### config.mk
export PLATFORM = sky130hd
export DESIGN_NAME = seqdet_stream_sched
export DESIGN_NICKNAME = d
export VERILOG_FILES = /design/src/rtl/seqdet_stream_sched.sv
export SDC_FILE = /design/constraint.sdc
export NUM_CORES = 1
export LEC_CHECK = 0
export CAP_MARGIN = 20
export CORE_AREA = 2 2 59 61
export CTS_BUF_LIST = sky130_fd_sc_hd__clkbuf_4 sky130_fd_sc_hd__clkbuf_8
export DETAILED_ROUTE_END_ITERATION = 10
export DIE_AREA = 0 0 61 63
export PLACE_DENSITY = 0.9
export SYNTH_ARGS = -nofsm -noshare
export SYNTH_HDL_FRONTEND = slang
export SYNTH_SLANG_ARGS = --single-unit
### constraint.sdc
create_clock -name clk -period 2.6 [get_ports clk]
set_input_delay 0.26 -clock clk [delete_from_list [all_inputs] [get_ports clk]]
set_output_delay 0.26 -clock clk [all_outputs]
set_load 0.03 [all_outputs]
### src/rtl/seqdet_stream_sched.sv
// seqdet_stream_sched: round-robin scheduler that time-shares one external
// Mealy sequence detector between NREQ requesters. A granted word is shifted
// into the detector MSB-first after a one-cycle flush, and the hit count is
// returned with the requester id over a valid/ready result port.
// Optional build macro: SEQDET_SCHED_FIRST_IDX_EN (reports first-hit bit index).
module seqdet_stream_sched #(
  parameter int NREQ   = 2,
  parameter int WORD_W = 16,
  parameter int CNT_W  = $clog2(WORD_W + 1),
  parameter int IDX_W  = $clog2(WORD_W),
  parameter int ID_W   = (NREQ > 1) ? $clog2(NREQ) : 1
) (
  input  logic                   clk,
  input  logic                   rst,
  input  logic [NREQ-1:0]        req_valid,
  input  logic [NREQ*WORD_W-1:0] req_word,
  output logic [NREQ-1:0]        req_ready,
  output logic                   det_rst,
  output logic                   det_din,
  input  logic                   det_y,
  output logic                   res_valid,
  input  logic                   res_ready,
  output logic [ID_W-1:0]        res_id,
  output logic [CNT_W-1:0]       res_count,
  output logic [IDX_W-1:0]       res_first
);

  typedef enum logic [1:0] {IDLE, FLUSH, SHIFT, REPORT} state_t;

  localparam logic [ID_W:0]    NREQ_W  = (ID_W + 1)'(NREQ);
  localparam logic [ID_W-1:0]  LAST_ID = ID_W'(NREQ - 1);
  localparam logic [IDX_W-1:0] LAST_K  = IDX_W'(WORD_W - 1);

  state_t              state_q, state_d;
  logic [ID_W-1:0]     rr_q;
  logic [ID_W-1:0]     id_q;
  logic [CNT_W-1:0]    cnt_q;
  logic [IDX_W-1:0]    k_q;
  logic [WORD_W-1:0]   word_q;

  logic                gnt_found;
  logic [ID_W-1:0]     gnt_idx;
  logic [ID_W:0]       cand;
  logic [WORD_W-1:0]   sel_word;
  logic                accept;

  // Hit counter saturates rather than wrapping.
  function automatic logic [CNT_W-1:0] sat_inc(input logic [CNT_W-1:0] v);
    return (&v) ? v : v + 1'b1;
  endfunction

  // Round-robin search from rr_q upward; lowest offset with a valid request wins.
  always_comb begin
    gnt_found = 1'b0;
    gnt_idx   = '0;
    cand      = '0;
    for (int o = NREQ - 1; o >= 0; o--) begin
      cand = {1'b0, rr_q} + (ID_W + 1)'(o);
      if (cand >= NREQ_W) cand = cand - NREQ_W;
      if (req_valid[cand[ID_W-1:0]]) begin
        gnt_found = 1'b1;
        gnt_idx   = cand[ID_W-1:0];
      end
    end
  end

  // Mux out the granted requester's word.
  always_comb begin
    sel_word = '0;
    for (int i = 0; i < NREQ; i++) begin
      if (gnt_idx == ID_W'(i)) sel_word = req_word[i*WORD_W +: WORD_W];
    end
  end

  // FSM next-state and detector/handshake outputs; reset overrides everything.
  always_comb begin
    state_d   = state_q;
    req_ready = '0;
    det_rst   = 1'b1;
    det_din   = 1'b0;
    accept    = 1'b0;
    case (state_q)
      IDLE: begin
        if (gnt_found) begin
          req_ready[gnt_idx] = 1'b1;
          accept             = 1'b1;
          state_d            = FLUSH;
        end
      end
      FLUSH: state_d = SHIFT;
      SHIFT: begin
        det_rst = 1'b0;
        det_din = word_q[WORD_W-1];
        if (k_q == LAST_K) state_d = REPORT;
      end
      REPORT: begin
        if (res_ready) state_d = IDLE;
      end
      default: state_d = IDLE;
    endcase
    if (!rst) begin
      state_d   = IDLE;
      req_ready = '0;
      det_rst   = 1'b1;
      det_din   = 1'b0;
      accept    = 1'b0;
    end
  end

  // FSM state register.
  always_ff @(posedge clk) begin
    if (!rst) state_q <= IDLE;
    else      state_q <= state_d;
  end

  // Scheduler control: rr pointer, served id, bit index and hit count.
  always_ff @(posedge clk) begin
    if (!rst) begin
      rr_q  <= '0;
      id_q  <= '0;
      cnt_q <= '0;
      k_q   <= '0;
    end else begin
      if (accept) begin
        id_q  <= gnt_idx;
        rr_q  <= (gnt_idx == LAST_ID) ? '0 : gnt_idx + 1'b1;
        cnt_q <= '0;
      end
      if (state_q == FLUSH) k_q <= '0;
      if (state_q == SHIFT) begin
        k_q <= k_q + 1'b1;
        if (det_y) cnt_q <= sat_inc(cnt_q);
      end
    end
  end

  // Word shifter: MSB always presented on det_din during SHIFT.
  always_ff @(posedge clk) begin
    if (accept)                 word_q <= sel_word;
    else if (state_q == SHIFT)  word_q <= {word_q[WORD_W-2:0], 1'b0};
  end

  assign res_valid = (state_q == REPORT);
  assign res_id    = id_q;
  assign res_count = cnt_q;

`ifdef SEQDET_SCHED_FIRST_IDX_EN
  logic             hit_q;
  logic [IDX_W-1:0] first_q;

  // Latch the bit index of the first detection in the current word.
  always_ff @(posedge clk) begin
    if (!rst) begin
      hit_q   <= 1'b0;
      first_q <= '0;
    end else if (accept) begin
      hit_q   <= 1'b0;
      first_q <= '0;
    end else if (state_q == SHIFT && det_y && !hit_q) begin
      hit_q   <= 1'b1;
      first_q <= k_q;
    end
  end

  assign res_first = first_q;
`else
  assign res_first = '0;
`endif

endmodule
### Word level (Yosys, flattened, before mapping)

Index checks and enable logic that the tools add are counted.

* memories kept: 0
* RAM bits: 0
* word-level logic and storage cells: 68
* latch bits: 0
* output and inout port bits: 15
* bits in registers: 29
* bits of input ports: 38
* memory bits (read-only): 0

* $mul: 0
* mux-type cells: 36
* shifts and indexed selects: 0
* add/sub/neg operators: 6
* eq/ne operators: 8
* divide/modulo/power cells: 0
* bitwise operators: 0
* reduce and logical (&&, ||, !) cells: 6
* order comparisons: 6

Operator list (count)
* $mux W16: 3
* $mux W5: 4
* $mux W1: 19
* $mux W2: 6
* $mux W4: 2
* $pmux W2 S4: 1
* $lt A1 B2 Y1 const B: 3
* $add A5 B1 Y5 const B: 1
* $reduce_and A5 Y1: 1
* $add A4 B1 Y4 const B: 1
* $eq A2 B2 Y1 const B: 2
* $eq A4 B4 Y1 const B: 1
* $ne A2 B2 Y1 const B: 2
* $reduce_bool A2 Y1: 2
* $ne A3 B3 Y1 const B: 1
* $reduce_and A3 Y1: 1
* $add A1 B1 Y2 const B: 1
* $eq A2 B1 Y1 const B: 1
* $ge A1 B2 Y1 const B: 1
* $ge A2 B2 Y1 const B: 1
* $logic_not A2 Y1: 1
* $ne A2 B1 Y1 const B: 1
* $sub A1 B1 Y1 const B: 2
* $add A1 B1 Y1 const B: 1
* 3 further kinds: 3

### Logic depth before layout (Yosys ltp)

Gate-level depths: netlist of the first run.

* depth in word-level cells: 14
* gate-level depth with buffers: 7
* gate-level depth less buffers: 6

### Worst setup path before layout of the first run

Ideal clock, no wire load.

* path kind: register to register
* start: register cnt_q[0], in the netlist res_count[0]
* end: register cnt_q[2], in the netlist res_count[2]
* clock period less this slack: 1819 ps
* data arrival time: 1728 ps
* buffers on the path: 1
* path slack: 781 ps
* stages on the path, launching flop included: 8
* data required time: 2509 ps
* library setup time: 91 ps
* path through: dfxtp_1 ha_1 and3_1 ha_1 and3b_1 clkbuf_1 a21oi_1 a311oi_1

* longest elaborated chain between the ends: 4
* elaborated cells between the ends (all ways): 6
* those cells by class: 1 x add/sub; 1 x eq/ne; 3 x mux; 1 x reduce/logical

Ends and longest elaborated chain
* start: declaration: RTL line 37 `logic [CNT_W-1:0] cnt_q;`
* start signal: assignment: RTL line 132 `if (det_y) cnt_q <= sat_inc(cnt_q);`
* $add A5 B1 Y5: RTL line 49 `return (&v) ? v : v + 1'b1;`
* $mux W5: RTL line 49
* $mux W5: RTL line 132
* $mux W5: RTL line 130 `if (state_q == SHIFT) begin`

Several ways; a longest one is shown, not always the timed one. The select of a mux whose other input is x is not followed.
A chain may end at the register's enable or synchronous reset.

### Worst setup path in the final report of the first run

* start: register state_q[0]
* end: output det_rst

* longest elaborated chain between the ends: 3

Ends and longest elaborated chain
* start: declaration: RTL line 34 `state_t state_q, state_d;`
* start signal: assignment: RTL line 113 `else state_q <= state_d;`
* $eq A2 B2 Y1: RTL line 82 `case (state_q)`
* $mux W1: RTL line 82
* $mux W1: RTL line 101 `if (!rst) begin`
* end: declaration: RTL line 18 `output logic det_rst,`

Every way passes these cells.

==> flow_metrics.env, run 1 <==
export IMPL_yosys_warnings=0
export IMPL_drv_slew=0
export IMPL_finalWeightedCongestion=0.808
export IMPL_cts_resized=0
export IMPL_synthDominantCellAreaShare_pct=31.1
export IMPL_switching_power_mw=0.559
export IMPL_first_iter_violations=67
export IMPL_final_common_cell="clkdlybuf4s50_1"
export IMPL_stdcell_area_sq_um=2100
export IMPL_status="finished clean"
export IMPL_utilization_pct=65.1
export IMPL_synth_area_sq_um=1550
export IMPL_period_share_pct=84.3
export IMPL_dpl_cell_area_sq_um=2040
export IMPL_power_density_nw_per_um2=792
export IMPL_die_area_sq_um=3840
export IMPL_path_class="reg2out"
export IMPL_power_frac_seq_pct=42.9
export IMPL_grt_overflow_total=0
export IMPL_core_area_sq_um=3230
export IMPL_required_ns=2.34
export IMPL_p_int_mw=1.11
export IMPL_setup_violations=0
export IMPL_cp_max_fo=14
export IMPL_swShare_pct=33.6
export IMPL_finalPower_mw=1.66
export IMPL_cts_tree="built"
export IMPL_vias=1311
export IMPL_routed_wl_mm=3.71
export IMPL_synth_seq_area_share_pct=47.9
export IMPL_grtUsageTotal_pct=20.4
export IMPL_routed_via_density=5.44
export IMPL_ys_top_cells_by_area="edfxtp_1 (31%), dfxtp_1 (17%), a221o_2 (5.8%)"
export IMPL_avgSynthCellArea_sq_um=10.8
export IMPL_holdWs_ns=0.492
export IMPL_ys_ff_latch=29
export IMPL_area_delta_synth_final_pct=36.1
export IMPL_synth_area_leader_cell="edfxtp_1"
export IMPL_maxCapViolCount=0
export IMPL_ios=53
export IMPL_fin_setup_tns_ns=0
export IMPL_cp_cell_sequence="inv_1 > ha_1 > buf_4 > nand2_1 > clkdlybuf4s50_1"
export IMPL_ir_drop_mv=0.399
export IMPL_final_min_clock_period_ns=2.19
export IMPL_slew_headroom_pct=57.1
export IMPL_initial_core_util_pct=47.8
export IMPL_grt_pass1_vias=1318
export IMPL_rsz0062_at_grt="false"
export IMPL_dpl_hpwl_mm=2.70
export IMPL_antenna_left=0
export IMPL_worst_pin_slew_ns=0.643
export IMPL_die_width_um=61
export IMPL_antenna_found_initial=0
export IMPL_cts_hold_buf=0
export IMPL_die_y_um=63
export IMPL_clock_fmax_mhz=456
export IMPL_path_buf_inv=3
export IMPL_start_kind="flip-flop"
export IMPL_crit_family="buffers and inverters"
export IMPL_clock_sinks=29
export IMPL_drive_gt1_share_pct=12.8
export IMPL_p_leak_nw=0.793
export IMPL_final_cell_mix="clkdlybuf4s50_1 (46), edfxtp_1 (16), dfxtp_1 (13)"
export IMPL_insertion_delay_ns=0.33
export IMPL_final_nets=239
export IMPL_p_clk_share_pct=17.2
export IMPL_htree_levels=2
export IMPL_cts_root_buffer="clkbuf_4"
export IMPL_diodes=0
export IMPL_crit_path_top_delay_cell="clkdlybuf4s50_1"
export IMPL_critical_path_arrival_ns=1.93
export IMPL_io_buffers=48
export IMPL_cts_inserted_buffers=5
export IMPL_instances_no_fill=241
export IMPL_skew_ns=0.00986
export IMPL_post_cts_buffers=0
export IMPL_cpPeakStageDelay_ns=0.66
export IMPL_drcViolationCount=0
export IMPL_drt_pass1_iter_count=4
export IMPL_clk_pin_slew_ns=0.10
export IMPL_grt_pass1_wl_mm=5.85
export IMPL_dp_cells=233
export IMPL_pwr_share_comb_pct=39.9
export IMPL_endpoint_kind="output pin"
export IMPL_clock_path_buffers=2
export IMPL_min_path_type="reg2reg"
export IMPL_synth_cells=143
export IMPL_grt_max_degree=21
export IMPL_synth_distinct_cells=39
export IMPL_fp_row_count=21
export IMPL_finalHoldViolations=0
export IMPL_post_drt_wl_per_cell_um=15.4
export IMPL_dp_slack_ns=0.603
export IMPL_setup_ws_ns=0.407
Yosys cell counts, drive strengths merged:
cell,number
a21oi,8
a31oi,2
and4,1
mux2i,2
nand2,12
nand3b,1
a222oi,1
a221o,15
inv,7
o211ai,1
ha,7
a22o,1
nand2b,1
nor2,1
o22ai,1
edfxtp,16
buf,7
conb,1
a31o,1
o21ai,3
o21a,1
clkbuf,5
and2,16
nand4b,3
nand3,6
a21o,1
and3b,1
and3,2
dfxtp,13
or3,1
nor2b,1
a311oi,3
nand4,1
final timing paths:
check                                start          to  slack [ns]  cells past startpoint
worst max register to register  state_q[0]  word_q[15]        0.78                      4
worst max-delay path            state_q[0]     det_rst        0.41                      5
worst min register to register      k_q[1]      k_q[1]        0.49                      2
worst min-delay path                k_q[1]      k_q[1]        0.49                      2
flip-flops by register name (all words and copies together), names as in the netlist:
name	count
rr_q	1
res_count	5
k_q	4
state_q	2
word_q	16
res_id	1
cell families after synthesis:
family / count (synthesis) / synth area share (%)
DFF: 29 / 47.9
adders and majority gates: 7 / 5.67
buffers and inverters: 19 / 7.13
and+or+nand+nor: 47 / 17.3
muxes: 2 / 1.30
AOI/OAI and AO/OA: 38 / 20.4
other: 1 / 0.243
power by group through the flow:
stage / Combinational, mW / Sequential (mW) / Clock [mW]
after global placement: 0.631 / 0.720 / 0
after floorplan: 0.467 / 0.717 / 0
final: 0.664 / 0.714 / 0.287
after global routing: 0.733 / 0.726 / 0.313
after detailed placement: 0.663 / 0.724 / 0
after CTS: 0.668 / 0.716 / 0.291
layout make-up:
type / count / area (sq um)
Timing Repair Buffer: 53 / 513
Clock buffer: 6 / 51.3
Sequential cell: 29 / 741
Inverter: 7 / 26.3
Tap cell: 46 / 57.6
Multi-Input combinational cell: 98 / 706
Fill cell: 273 / 1130
Clock inverter: 2 / 8.76
layer usage:
| layer | GRT usage (%) | share of wire (%) |
|---|---|---|
| met2 | 33.1 | 49 |
| met4 | 7.61 | 1.8 |
| met5 | 0 | 0 |
| met1 | 24.8 | 42 |
| met3 | 6.21 | 7.0 |
tightest hold or removal path, stage by stage (launching register included):
cell     delay [ns]
dfxtp_1        0.33
nand2_1        0.07
a21oi_1        0.05
(Power assumes the default switching activity.)
==> run 2, diff against run 1 <==
Settings changed: CORE_AREA 2 2 59 61 to 2 2 64 66, DIE_AREA 0 0 61 63 to 0 0 66 68, PLACE_DENSITY 0.9 to 0.81.
Clock period 2.6 ns to 2 ns, I/O delays scaled along.
==> flow_metrics.env, run 2 (synthesis results as in run 1) <==
export IMPL_status="finished clean"
export IMPL_clock_path_buffers=2
export IMPL_p_leak_nw=0.820
export IMPL_area_delta_synth_final_pct=40.0
export IMPL_htree_levels=2
export IMPL_ios=53
export IMPL_maxCapViolCount=0
export IMPL_routed_wl_mm=3.19
export IMPL_grt_overflow_total=0
export IMPL_ir_drop_mv=0.478
export IMPL_first_iter_violations=32
export IMPL_cts_root_buffer="clkbuf_8"
export IMPL_diodes=0
export IMPL_grt_pass1_wl_mm=4.97
export IMPL_cts_inserted_buffers=5
export IMPL_clock_fmax_mhz=534
export IMPL_final_common_cell="clkdlybuf4s50_1"
export IMPL_endpoint_kind="output pin"
export IMPL_finalPower_mw=2.30
export IMPL_drcViolationCount=0
export IMPL_period_share_pct=93.7
export IMPL_final_nets=240
export IMPL_rsz0062_at_grt="false"
export IMPL_switching_power_mw=0.709
export IMPL_insertion_delay_ns=0.28
export IMPL_fin_setup_tns_ns=0
export IMPL_grtUsageTotal_pct=15.0
export IMPL_min_path_type="reg2reg"
export IMPL_die_area_sq_um=4490
export IMPL_clock_sinks=29
export IMPL_antenna_left=0
export IMPL_io_buffers=48
export IMPL_final_cell_mix="clkdlybuf4s50_1 (45), edfxtp_1 (16), dfxtp_1 (13)"
export IMPL_cts_resized=0
export IMPL_clk_pin_slew_ns=0.06
export IMPL_core_area_sq_um=3860
export IMPL_cp_max_fo=3
export IMPL_fp_row_count=23
export IMPL_p_clk_share_pct=22.4
export IMPL_pwr_share_comb_pct=37.7
export IMPL_antenna_found_initial=0
export IMPL_die_y_um=68
export IMPL_path_class="reg2out"
export IMPL_grt_pass1_vias=1087
export IMPL_drive_gt1_share_pct=14.3
export IMPL_required_ns=1.80
export IMPL_post_drt_wl_per_cell_um=13.0
export IMPL_post_cts_buffers=0
export IMPL_grt_max_degree=21
export IMPL_routed_via_density=5.04
export IMPL_finalWeightedCongestion=0.842
export IMPL_drv_slew=0
export IMPL_swShare_pct=30.8
export IMPL_die_width_um=66
export IMPL_start_kind="flip-flop"
export IMPL_power_frac_seq_pct=39.9
export IMPL_initial_core_util_pct=40.1
export IMPL_dpl_hpwl_mm=2.34
export IMPL_cts_hold_buf=0
export IMPL_finalHoldViolations=0
export IMPL_power_density_nw_per_um2=1060
export IMPL_vias=1241
export IMPL_critical_path_arrival_ns=1.67
export IMPL_setup_violations=0
export IMPL_final_min_clock_period_ns=1.87
export IMPL_skew_ns=0.00645
export IMPL_largest_register_ffs=16
export IMPL_nFillCells=355
export IMPL_p_int_mw=1.59
export IMPL_drt_pass1_iter_count=4
export IMPL_top_register="word_q"
export IMPL_utilization_pct=56.1
export IMPL_cts_tree="built"
==> run 2: final cells by class <==
cell class | instances | area [sq um] | share of cell area [%]
clock buffers | 8 | 97.6 | 4.51
inverters | 7 | 26.3 | 1.21
multi-input cells | 98 | 706 | 32.6
flip-flops and latches | 29 | 741 | 34.2
well taps | 50 | 62.6 | 2.89
repair buffers | 54 | 531 | 24.5
==> run 2: power by group through the flow <==
| stage | Combinational, mW | Clock, mW | Sequential, mW |
|---|---|---|---|
| floorplan | 0.608 | 0 | 0.931 |
| global placement | 0.853 | 0 | 0.935 |
| detailed placement | 0.873 | 0 | 0.934 |
| CTS | 0.878 | 0.530 | 0.922 |
| global route | 0.958 | 0.558 | 0.938 |
| finish | 0.867 | 0.516 | 0.919 |
==> run 2: stage by stage <==
stage | instances | hold WS (ns) | area (sq um) | setup WS [ns]
floorplan | 146 | 0.378 | 1560 | 0.181
global placement | 238 | 0.469 | 2070 | 0.201
detailed placement | 238 | 0.472 | 2070 | 0.184
CTS | 246 | 0.480 | 2160 | 0.0908
global route | 246 | 0.494 | 2160 | 0.0475
finish | 246 | 0.473 | 2160 | 0.126
==> run 2: final timing paths <==
path | slack (ns) | end | start | cells past startpoint
max reg2reg | 0.24 | res_count[4] | res_count[0] | 6
max | 0.13 | det_rst | state_q[0] | 4
min reg2reg | 0.47 | state_q[0] | state_q[0] | 2
min | 0.47 | state_q[0] | state_q[0] | 2
==> run 2: critical path: stages, from the launching register on <==
cell and delay [ns]:
dfxtp_1 0.35, inv_1 0.08, ha_1 0.21, nand2_1 0.08
clkdlybuf4s50_1 0.67
==> run 2: layer usage <==
layer / vias to the layer above / GRT usage, % / part of all wire, %
met5: - / 0 / 0
met4: 0 / 7.65 / 1.8
met3: 5 / 4.77 / 6.7
met2: 36 / 22.2 / 46
met1: 562 / 19.8 / 46
li1: 638 / - / -
==> run 3, diff against run 2 <==
Settings changed: CAP_MARGIN 20 to not set.
==> results of run 3 <==
No change in the layout: final DEF, timing and power equal those of run 2.
